`config.mk`:
```
export PLATFORM = sky130hd
export DESIGN_NAME = tdm_ingress_mux
export DESIGN_NICKNAME = d
export VERILOG_FILES = /design/src/rtl/tdm_ingress_mux.sv
export SDC_FILE = /design/constraint.sdc
export NUM_CORES = 2
export LEC_CHECK = 0
export CAP_MARGIN = 15
export CORE_MARGIN = 2
export CORE_UTILIZATION = 25
export DETAILED_ROUTE_END_ITERATION = 7
export DONT_BUFFER_PORTS = 1
export PLACE_DENSITY = 0.47
export SLEW_MARGIN = 0
export SYNTH_ARGS = -nofsm -noshare
export SYNTH_HDL_FRONTEND = slang
export SYNTH_SLANG_ARGS = --single-unit
```
`constraint.sdc`:
```
create_clock -name clk -period 9.4 [get_ports clk]
set_input_delay 1.88 -clock clk [delete_from_list [all_inputs] [get_ports clk]]
set_output_delay 1.88 -clock clk [all_outputs]
set_load 0.03 [all_outputs]
```
`src/rtl/tdm_ingress_mux.sv`:
```
// tdm_ingress_mux: per-port byte FIFOs serialised onto one TDM byte lane.
// Optional `INGRESS_STATS_EN adds per-port packet counters and a read port.
module tdm_ingress_mux #(
    parameter int DATA_WIDTH = 8,
    parameter int NUM_PORTS  = 16,
    parameter int FIFO_DEPTH = 16,
    parameter int SLOT_BITS  = 8,
    localparam int PORT_BITS = (NUM_PORTS > 1) ? $clog2(NUM_PORTS) : 1
) (
    input  logic                            clk,
    input  logic                            rst,
    input  logic [NUM_PORTS-1:0]            in_valid,
    input  logic [NUM_PORTS-1:0]            in_new_packet,
    input  logic [NUM_PORTS*DATA_WIDTH-1:0] in_data,
    output logic [NUM_PORTS-1:0]            in_ready,
    output logic                            output_wire,
    output logic                            output_new_packet,
    output logic [DATA_WIDTH-1:0]           output_data,
    output logic [SLOT_BITS-1:0]            slot_out,
    output logic [NUM_PORTS-1:0]            err_overflow
`ifdef INGRESS_STATS_EN
    ,
    input  logic [PORT_BITS-1:0]            stat_port,
    output logic [15:0]                     stat_pkts
`endif
);

    localparam int PTR_W = $clog2(FIFO_DEPTH);
    localparam int CNT_W = PTR_W + 1;
    localparam int ENT_W = DATA_WIDTH + 1;

    typedef logic [ENT_W-1:0] entry_t;

    logic [SLOT_BITS-1:0]  slot_q, slot_d;
    entry_t                mem_q [NUM_PORTS][FIFO_DEPTH];
    entry_t                mem_d [NUM_PORTS][FIFO_DEPTH];
    logic [PTR_W-1:0]      wr_ptr_q [NUM_PORTS];
    logic [PTR_W-1:0]      wr_ptr_d [NUM_PORTS];
    logic [PTR_W-1:0]      rd_ptr_q [NUM_PORTS];
    logic [PTR_W-1:0]      rd_ptr_d [NUM_PORTS];
    logic [CNT_W-1:0]      count_q  [NUM_PORTS];
    logic [CNT_W-1:0]      count_d  [NUM_PORTS];
    logic [NUM_PORTS-1:0]  err_q, err_d;
    logic                  wire_q, wire_d;
    logic                  newpkt_q, newpkt_d;
    logic [DATA_WIDTH-1:0] data_q, data_d;

    logic [NUM_PORTS-1:0]  full;
    logic [NUM_PORTS-1:0]  push;
    logic [NUM_PORTS-1:0]  pop;
    entry_t                head [NUM_PORTS];

    // Full/push/pop decode; a port pops on the edge entering its own slot.
    always_comb begin
        slot_d = slot_q + 1'b1;
        for (int p = 0; p < NUM_PORTS; p++) begin
            full[p] = (count_q[p] == CNT_W'(FIFO_DEPTH));
            push[p] = in_valid[p] && !full[p];
            pop[p]  = (slot_d == SLOT_BITS'(p)) && (count_q[p] != '0);
            head[p] = mem_q[p][rd_ptr_q[p]];
        end
    end

    // FIFO storage, pointers, counts and sticky overflow flags.
    always_comb begin
        mem_d = mem_q;
        err_d = err_q | (in_valid & full);
        for (int p = 0; p < NUM_PORTS; p++) begin
            wr_ptr_d[p] = wr_ptr_q[p] + PTR_W'(push[p]);
            rd_ptr_d[p] = rd_ptr_q[p] + PTR_W'(pop[p]);
            count_d[p]  = count_q[p] + CNT_W'(push[p]) - CNT_W'(pop[p]);
            if (push[p]) begin
                mem_d[p][wr_ptr_q[p]] = {in_new_packet[p],
                                         in_data[p*DATA_WIDTH +: DATA_WIDTH]};
            end
        end
    end

    // Lane prefetch: register the popped head, or an all-zero idle beat.
    always_comb begin
        wire_d   = 1'b0;
        newpkt_d = 1'b0;
        data_d   = '0;
        for (int p = 0; p < NUM_PORTS; p++) begin
            if (pop[p]) begin
                wire_d   = 1'b1;
                newpkt_d = head[p][DATA_WIDTH];
                data_d   = head[p][DATA_WIDTH-1:0];
            end
        end
    end

    // Data storage needs no reset; validity is tracked by the counts.
    always_ff @(posedge clk) begin
        mem_q <= mem_d;
    end

    // Control state and lane registers.
    always_ff @(posedge clk or negedge rst) begin
        if (!rst) begin
            slot_q   <= '0;
            err_q    <= '0;
            wire_q   <= 1'b0;
            newpkt_q <= 1'b0;
            data_q   <= '0;
            for (int p = 0; p < NUM_PORTS; p++) begin
                wr_ptr_q[p] <= '0;
                rd_ptr_q[p] <= '0;
                count_q[p]  <= '0;
            end
        end else begin
            slot_q   <= slot_d;
            err_q    <= err_d;
            wire_q   <= wire_d;
            newpkt_q <= newpkt_d;
            data_q   <= data_d;
            for (int p = 0; p < NUM_PORTS; p++) begin
                wr_ptr_q[p] <= wr_ptr_d[p];
                rd_ptr_q[p] <= rd_ptr_d[p];
                count_q[p]  <= count_d[p];
            end
        end
    end

    // Ready looks only at the registered count, never at a same-cycle pop.
    always_comb begin
        for (int p = 0; p < NUM_PORTS; p++) begin
            in_ready[p] = !full[p];
        end
    end

    assign output_wire       = wire_q;
    assign output_new_packet = newpkt_q;
    assign output_data       = data_q;
    assign slot_out          = slot_q;
    assign err_overflow      = err_q;

`ifdef INGRESS_STATS_EN
    logic [15:0] pkt_cnt_q [NUM_PORTS];
    logic [15:0] pkt_cnt_d [NUM_PORTS];
    logic [15:0] stat_q, stat_d;

    // Saturating count of packet-start bytes leaving each port.
    always_comb begin
        for (int p = 0; p < NUM_PORTS; p++) begin
            pkt_cnt_d[p] = pkt_cnt_q[p];
            if (pop[p] && head[p][DATA_WIDTH] && pkt_cnt_q[p] != 16'hFFFF) begin
                pkt_cnt_d[p] = pkt_cnt_q[p] + 16'd1;
            end
        end
        stat_d = pkt_cnt_q[stat_port];
    end

    // Counter state and the one-cycle-latency read register.
    always_ff @(posedge clk or negedge rst) begin
        if (!rst) begin
            stat_q <= '0;
            for (int p = 0; p < NUM_PORTS; p++) begin
                pkt_cnt_q[p] <= '0;
            end
        end else begin
            stat_q <= stat_d;
            for (int p = 0; p < NUM_PORTS; p++) begin
                pkt_cnt_q[p] <= pkt_cnt_d[p];
            end
        end
    end

    assign stat_pkts = stat_q;
`endif

endmodule

```
# Yosys cells after proc, flatten, opt, wreduce, memory -nomap -nowiden
# Index checks and enable logic that the tools add are counted.
[totals]
word_cells = 712
inputBits = 162
reg_bits = 2546
[classes]
muxes = 144
bitwise_logic = 34
n_addsub = 65
n_reduce_logical = 81
n_eq_ne = 31
n_lt_le_gt_ge = 48
[op_table]
columns = ["operator", "count"]
rows = [
  ["bitwise mux 144 bit", 16],
  ["binary-select mux 9 bit (select 4 bit)", 16],
  ["demux 9 bit (select 4 bit)", 16],
  ["2-to-1 mux 9 bit", 48],
  [">= comparator 5 bit (second input constant)", 32],
  ["inverter 4 -> 5 bit", 32],
  ["adder 4 x 1 -> 4 bit", 32],
  ["2-to-1 mux 8 bit", 16],
  ["adder 5 x 1 -> 5 bit", 16],
  ["== test 5 bit (second input constant)", 16],
  ["< comparator 5 x 1 -> 1 bit (second input constant)", 16],
  ["nonzero test 5 bit", 16],
  ["subtractor 5 x 1 -> 5 bit", 16],
  ["== test 8 x 4 -> 1 bit (second input constant)", 8],
  ["logical AND 1 bit", 48],
  ["== test 8 x 3 -> 1 bit (second input constant)", 4],
  ["2-to-1 mux 1 bit", 32],
  ["AND 16 bit", 1],
  ["== test 8 x 2 -> 1 bit (second input constant)", 2],
  ["logical NOT 1 bit", 16],
  ["bitwise OR 16 bit", 1],
  ["adder 8 x 1 -> 8 bit (second input constant)", 1],
  ["== test 8 x 1 -> 1 bit (second input constant)", 1],
  ["logical NOT 8 bit", 1],
]

# Longest topological paths before layout
[logic_depth]
depth_word = 20
ltp_mapped = 19

# Least setup slack after synthesis
# OpenSTA, ideal clock, no wires.
[synth_path]
kind = "register to register"
startpoint = "reg slot_q[1] (netlist: slot_out[1])"
endpoint = "reg count_q[4] in the netlist's numbering"
arrival_time_ps = 3668
setup_slack_ps = 5607
path_stages_with_launch = 20
path_buffers = 3
setup_time_ps = 125
period_less_slack_ps = 3793
required_ps = 9275
cell_sequence = "dfrtp_1 -> ha_1 -> buf_2 -> and3_1 -> a31o_2 -> o21ai_2 -> or3_1 -> buf_2 -> clkinv_1 -> clkbuf_1 -> ha_1 -> inv_1 -> ha_1 -> inv_1 -> fa_1 -> inv_1 -> a21oi_1 -> nor2_1 -> nor2_1 -> xnor2_1"
[synth_lines]
columns = ["element", "line", "rtl"]
rows = [
  ["from (decl)", "34", "logic [SLOT_BITS-1:0] slot_q, slot_d;"],
  ["from (signal assigned)", "112", "slot_q <= slot_d;"],
  ["to (signal, indexed assignment)", "120", "count_q[p] <= count_d[p];"],
  ["to (decl)", "41", "logic [CNT_W-1:0] count_q [NUM_PORTS];"],
]

# Worst setup path after layout
[layout_path]
startpoint = "reg slot_q[0] (netlist: slot_out[0])"
endpoint = "reg data_q[4] (netlist: output_data[4])"
[layout_between]
elab_chain_cells = 19
elab_cells_between_ends = 49
classes_between = "1 x add/sub; 15 x eq/ne; 16 x mux; 17 x reduce/logical"
[layout_lines]
columns = ["element", "line", "rtl"]
rows = [
  ["adder 8 x 1 -> 8 bit (*)", "55", "slot_d = slot_q + 1'b1;"],
  ["logical NOT 8 bit", "59", "pop[p] = (slot_d == SLOT_BITS'(p)) && (count_q[p] != '0);"],
  ["logical AND 1 bit", "59", ""],
  ["2-to-1 mux 8 bit (15 in a row)", "85", "if (pop[p]) begin"],
  ["2-to-1 mux 8 bit (*)", "85", ""],
  ["named net data_d[4]", "46", "logic [DATA_WIDTH-1:0] data_q, data_d;"],
  ["to (signal assigned)", "116", "data_q <= data_d;"],
  ["to (decl)", "46", ""],
]
# The timed path passes the listed nets; every way through them passes the cells marked *.
# A chain may end at the register's enable or synchronous reset.

==> impl_results.md <==
- Status: finished, final reports clean
- H-tree depth: 5
- Drt drc: 0
- Ports: about 210
- Clock power share: 0.387
- Final Max Slew Viols: 0
- Antenna violations before repair: 18
- Critical R2R Launch: slot_out[0]
- Synth Area in Simple Gates: 0.0355
- First DRT Iteration DRCs: between 3000 and 4000
- DR WL/cell: between 20 and 25 um
- Hold_sp: count_q[30]
- XOR/XNOR share of the synthesized area: 0.0117
- Final setup TNS: 0 ns
- Flop pwr share: 0.485
- Synth async-reset ratio: 0.0951
- Area of the core: ~410000 sq um
- Tot Pwr: approximately 0.030 W
- Clock sinks: around 2500
- Layout Nets: 5749
- Total track usage: 0.130
- Largest net degree at the start of global routing: 243
- Antenna Violating Nets Remaining: 0
- Die width: around 640 um
- P per Cell Area: 253 nW/um^2
- Clk root buf: clkbuf_16
- Seq/Total Area, Yosys: 0.740
- #FFs+latches synth: roughly 2500
- Post-synthesis cell area: between 100000 and 150000 sq um
- Vias: slightly below 50000
- Clock Pin Slew Worst Setup and Hold Paths: 0.06 ns
- Main combinational cell family by area after synthesis: multiplexers
- Worst Hold Path EP: count_q[30]
- Synthesized area per cell: 19.7 sq um
- Leakage Power: just under 40 nW
- Gate power share: 0.128
- Syn_nets: ~5500
- Switch Pwr: between 0.007 and 0.008 W
- First-pass GRT wire length: about 390 mm
- Initial Utilization: 0.251
- Post-synthesis cell count: a little over 5000
- Inserted Clock Buffers: between 200 and 300
- RD Place Congestion: roughly 0.79
- CP delay by family, top: simple AND/OR/NAND/NOR gates
- Critical path cell sequence: ha_1, a311oi_1, a31o_2, o21ai_2, or3_1, inv_1, nor2_1, nand3_1, o21ai_0, a21oi_1
- R2r endpoint: output_data[4]
- VDD IR max: approximately 0.14 mV
- Worst min path class: reg2reg
- Resized Gates After CTS: 0
- Yosys warns: 0
- # port buffers: 0
- Main flop type after synthesis: edfxtp_1
- Crit Path Category: reg2reg
- CTS Hold Bufs: 0
- R2r setup slk: roughly 4.8 ns
- WP data arrival: approximately 5.4 ns
- Pre-Repair DR Iteration Count: 7
- Worst path bufs/invs: 1
- Slowest-stage cell, CP: dfrtp_1
- Postcts setup bufs: 0
- Die area: 412000 sq um
- Post-synth cell types: 78
- Largest stage delay, worst path: ~0.80 ns
- Die Y: roughly 640 um
- Critical Path Fanout Max: 12
- CTS tree: yes
- Final std cells w/o fill: around 11000
- Clock skew: a little over 0.05 ns
- Sw frac: 0.259
- Tightest Pin Transition: 1.31 ns
- Clock buffer depth: 4
- Final Hold Viols: 0
- Routed WL: between 200 and 300 mm
- Fraction of layout cells with a size suffix above 1: 0.230
- Tmin final: between 4 and 5 ns
- Std cell rows: 234
- Vias in the first global route: approximately 51000
- Via density per instance: about 4.5
- Startpoint Class: flip-flop
- Worst reg2reg path depth: 10
- Worst Path Required: 10.12 ns
- Hpwl dp: around 180 mm
- RSZ-0062 raised after global routing: false
- Multiplexer share of the synthesized area: 0.148
- Post-placement cell count: 10500
- Final-layout fill cell count: between 30000 and 40000
- Worst-skew pair later-pin latency: approximately 0.9 ns
- Worst Hold Depth: 1
- Max Freq: between 0.2 and 0.25 GHz
- EDFF count, synth: 2304
- Int Power: between 0.02 and 0.025 W
- Grt total ovfl: 0
- Synth Area in Compound Gates: 0.0249
- Worst slew margin: 0.124
- Period Utilization, post-route: 0.493
- Setup violators final: 0
- Worst setup EP type: flip-flop
- Max-cap violation count: 0
- Adder-cell share of the synthesized area: 0.0235
- Area Growth Syn to Fin: 16.9%
through the flow:
stage / utilization / hold slack (ns) / area, sq um / setup WS, ns
global placement: 0.268 / 0.491 / 109000 / 4.04
floorplan: - / 0.473 / 102000 / 5.61
detailed placement: 0.269 / 0.498 / 109000 / 4.66
CTS: 0.293 / 0.512 / 119000 / 4.60
finish: 0.293 / 0.506 / 119000 / 4.77
global route: 0.293 / 0.519 / 119000 / 4.51
cell usage after synthesis, drive strengths merged, types with 41 or more instances:
master	number	area (sq um)
nor2	308	1160
mux2i	124	1240
mux4	605	13600
buf	131	654
inv	170	638
nand2b	41	257
a21oi	70	350
nand2	127	477
ha	165	2060
clkbuf	105	397
xor2	50	438
o21ai	47	239
dfrtp	242	6060
edfxtp	2304	69200
xnor2	86	753
nand3	94	470
nor3	88	445
routing by layer:
metal,routed length (um),track usage
met5,13,0
met4,8650,0.0428
met3,15800,0.0274
met2,136000,0.221
met1,114000,0.165
worst max path at each step:
stage	start	endpoint	slack (ns)	depth (start not counted)
6_report	slot_out[0]	output_data[4]	4.77	10
2_1_floorplan	slot_out[1]	count_q[4]	5.61	19
4_1_cts	slot_out[1]	output_data[4]	4.60	9
5_1_grt	slot_out[0]	output_data[4]	4.51	10
3_5_place_dp	slot_out[1]	output_data[4]	4.66	9
3_3_place_gp	slot_out[1]	output_data[2]	4.04	9
flip-flops by register name, indices dropped and copies added, names as in the netlist:
name	count
count_q	80
err_overflow	16
mem_q	2304
output_data	8
output_new_packet	1
output_wire	1
rd_ptr_q	64
slot_out	8
wr_ptr_q	64
layout make-up:
type / instances / area (sq um) / area share
Inverter: 173 / 654 / 0.00551
Tap cell: 5428 / 6790 / 0.0571
Antenna cell: 6 / 15.0 / 0.000126
Clock buffer: 373 / 7900 / 0.0664
Clock inverter: 168 / 1930 / 0.0162
Timing Repair Buffer: 196 / 1520 / 0.0128
Multi-Input combinational cell: 2193 / 24800 / 0.209
Sequential cell: 2546 / 75300 / 0.633
layout by cell type, fill, tap and decap left out, types with 13 or more instances in the layout:
cell type / count
edfxtp_1: 2304
o21ai_0: 45
dfrtp_1: 225
a31oi_1: 21
clkbuf_16: 303
inv_1: 162
o22ai_1: 23
nand2b_1: 41
nand2_1: 127
o211ai_1: 15
nor2b_1: 17
clkinv_2: 49
or3_1: 33
nor3_1: 81
fa_1: 16
nor2_1: 306
ha_1: 165
clkbuf_1: 65
a41o_1: 16
mux4_2: 605
bufinv_16: 33
nand4_1: 13
clkinv_1: 49
nand3_1: 94
a21o_1: 19
a221oi_1: 27
xor2_1: 50
buf_4: 183
dfrtp_2: 17
a22oi_1: 35
a21oi_1: 70
mux2i_1: 124
xnor2_1: 86
nand3b_1: 15
cell families (layout without fill, tap and decap cells):
logic type | Yosys count | count (layout)
xor gates and xnor gates | 136 | 136
muxes | 741 | 741
DFF | 2546 | 2546
AOI/OAI and AO/OA | 358 | 358
adders and majority gates | 181 | 181
buffers and inverters | 409 | 910
and+or+nand+nor | 777 | 777
other | 0 | 6
power groups by stage:
stage,registers (W),logic [W],clock network (W)
3_5_place_dp,0.0149,0.00393,0
5_1_grt,0.0147,0.00427,0.0124
4_1_cts,0.0146,0.00394,0.0120
6_report,0.0146,0.00386,0.0116
2_1_floorplan,0.0144,0.00287,0
3_3_place_gp,0.0148,0.00385,0
Note: power is estimated with default switching activity, not from simulation.
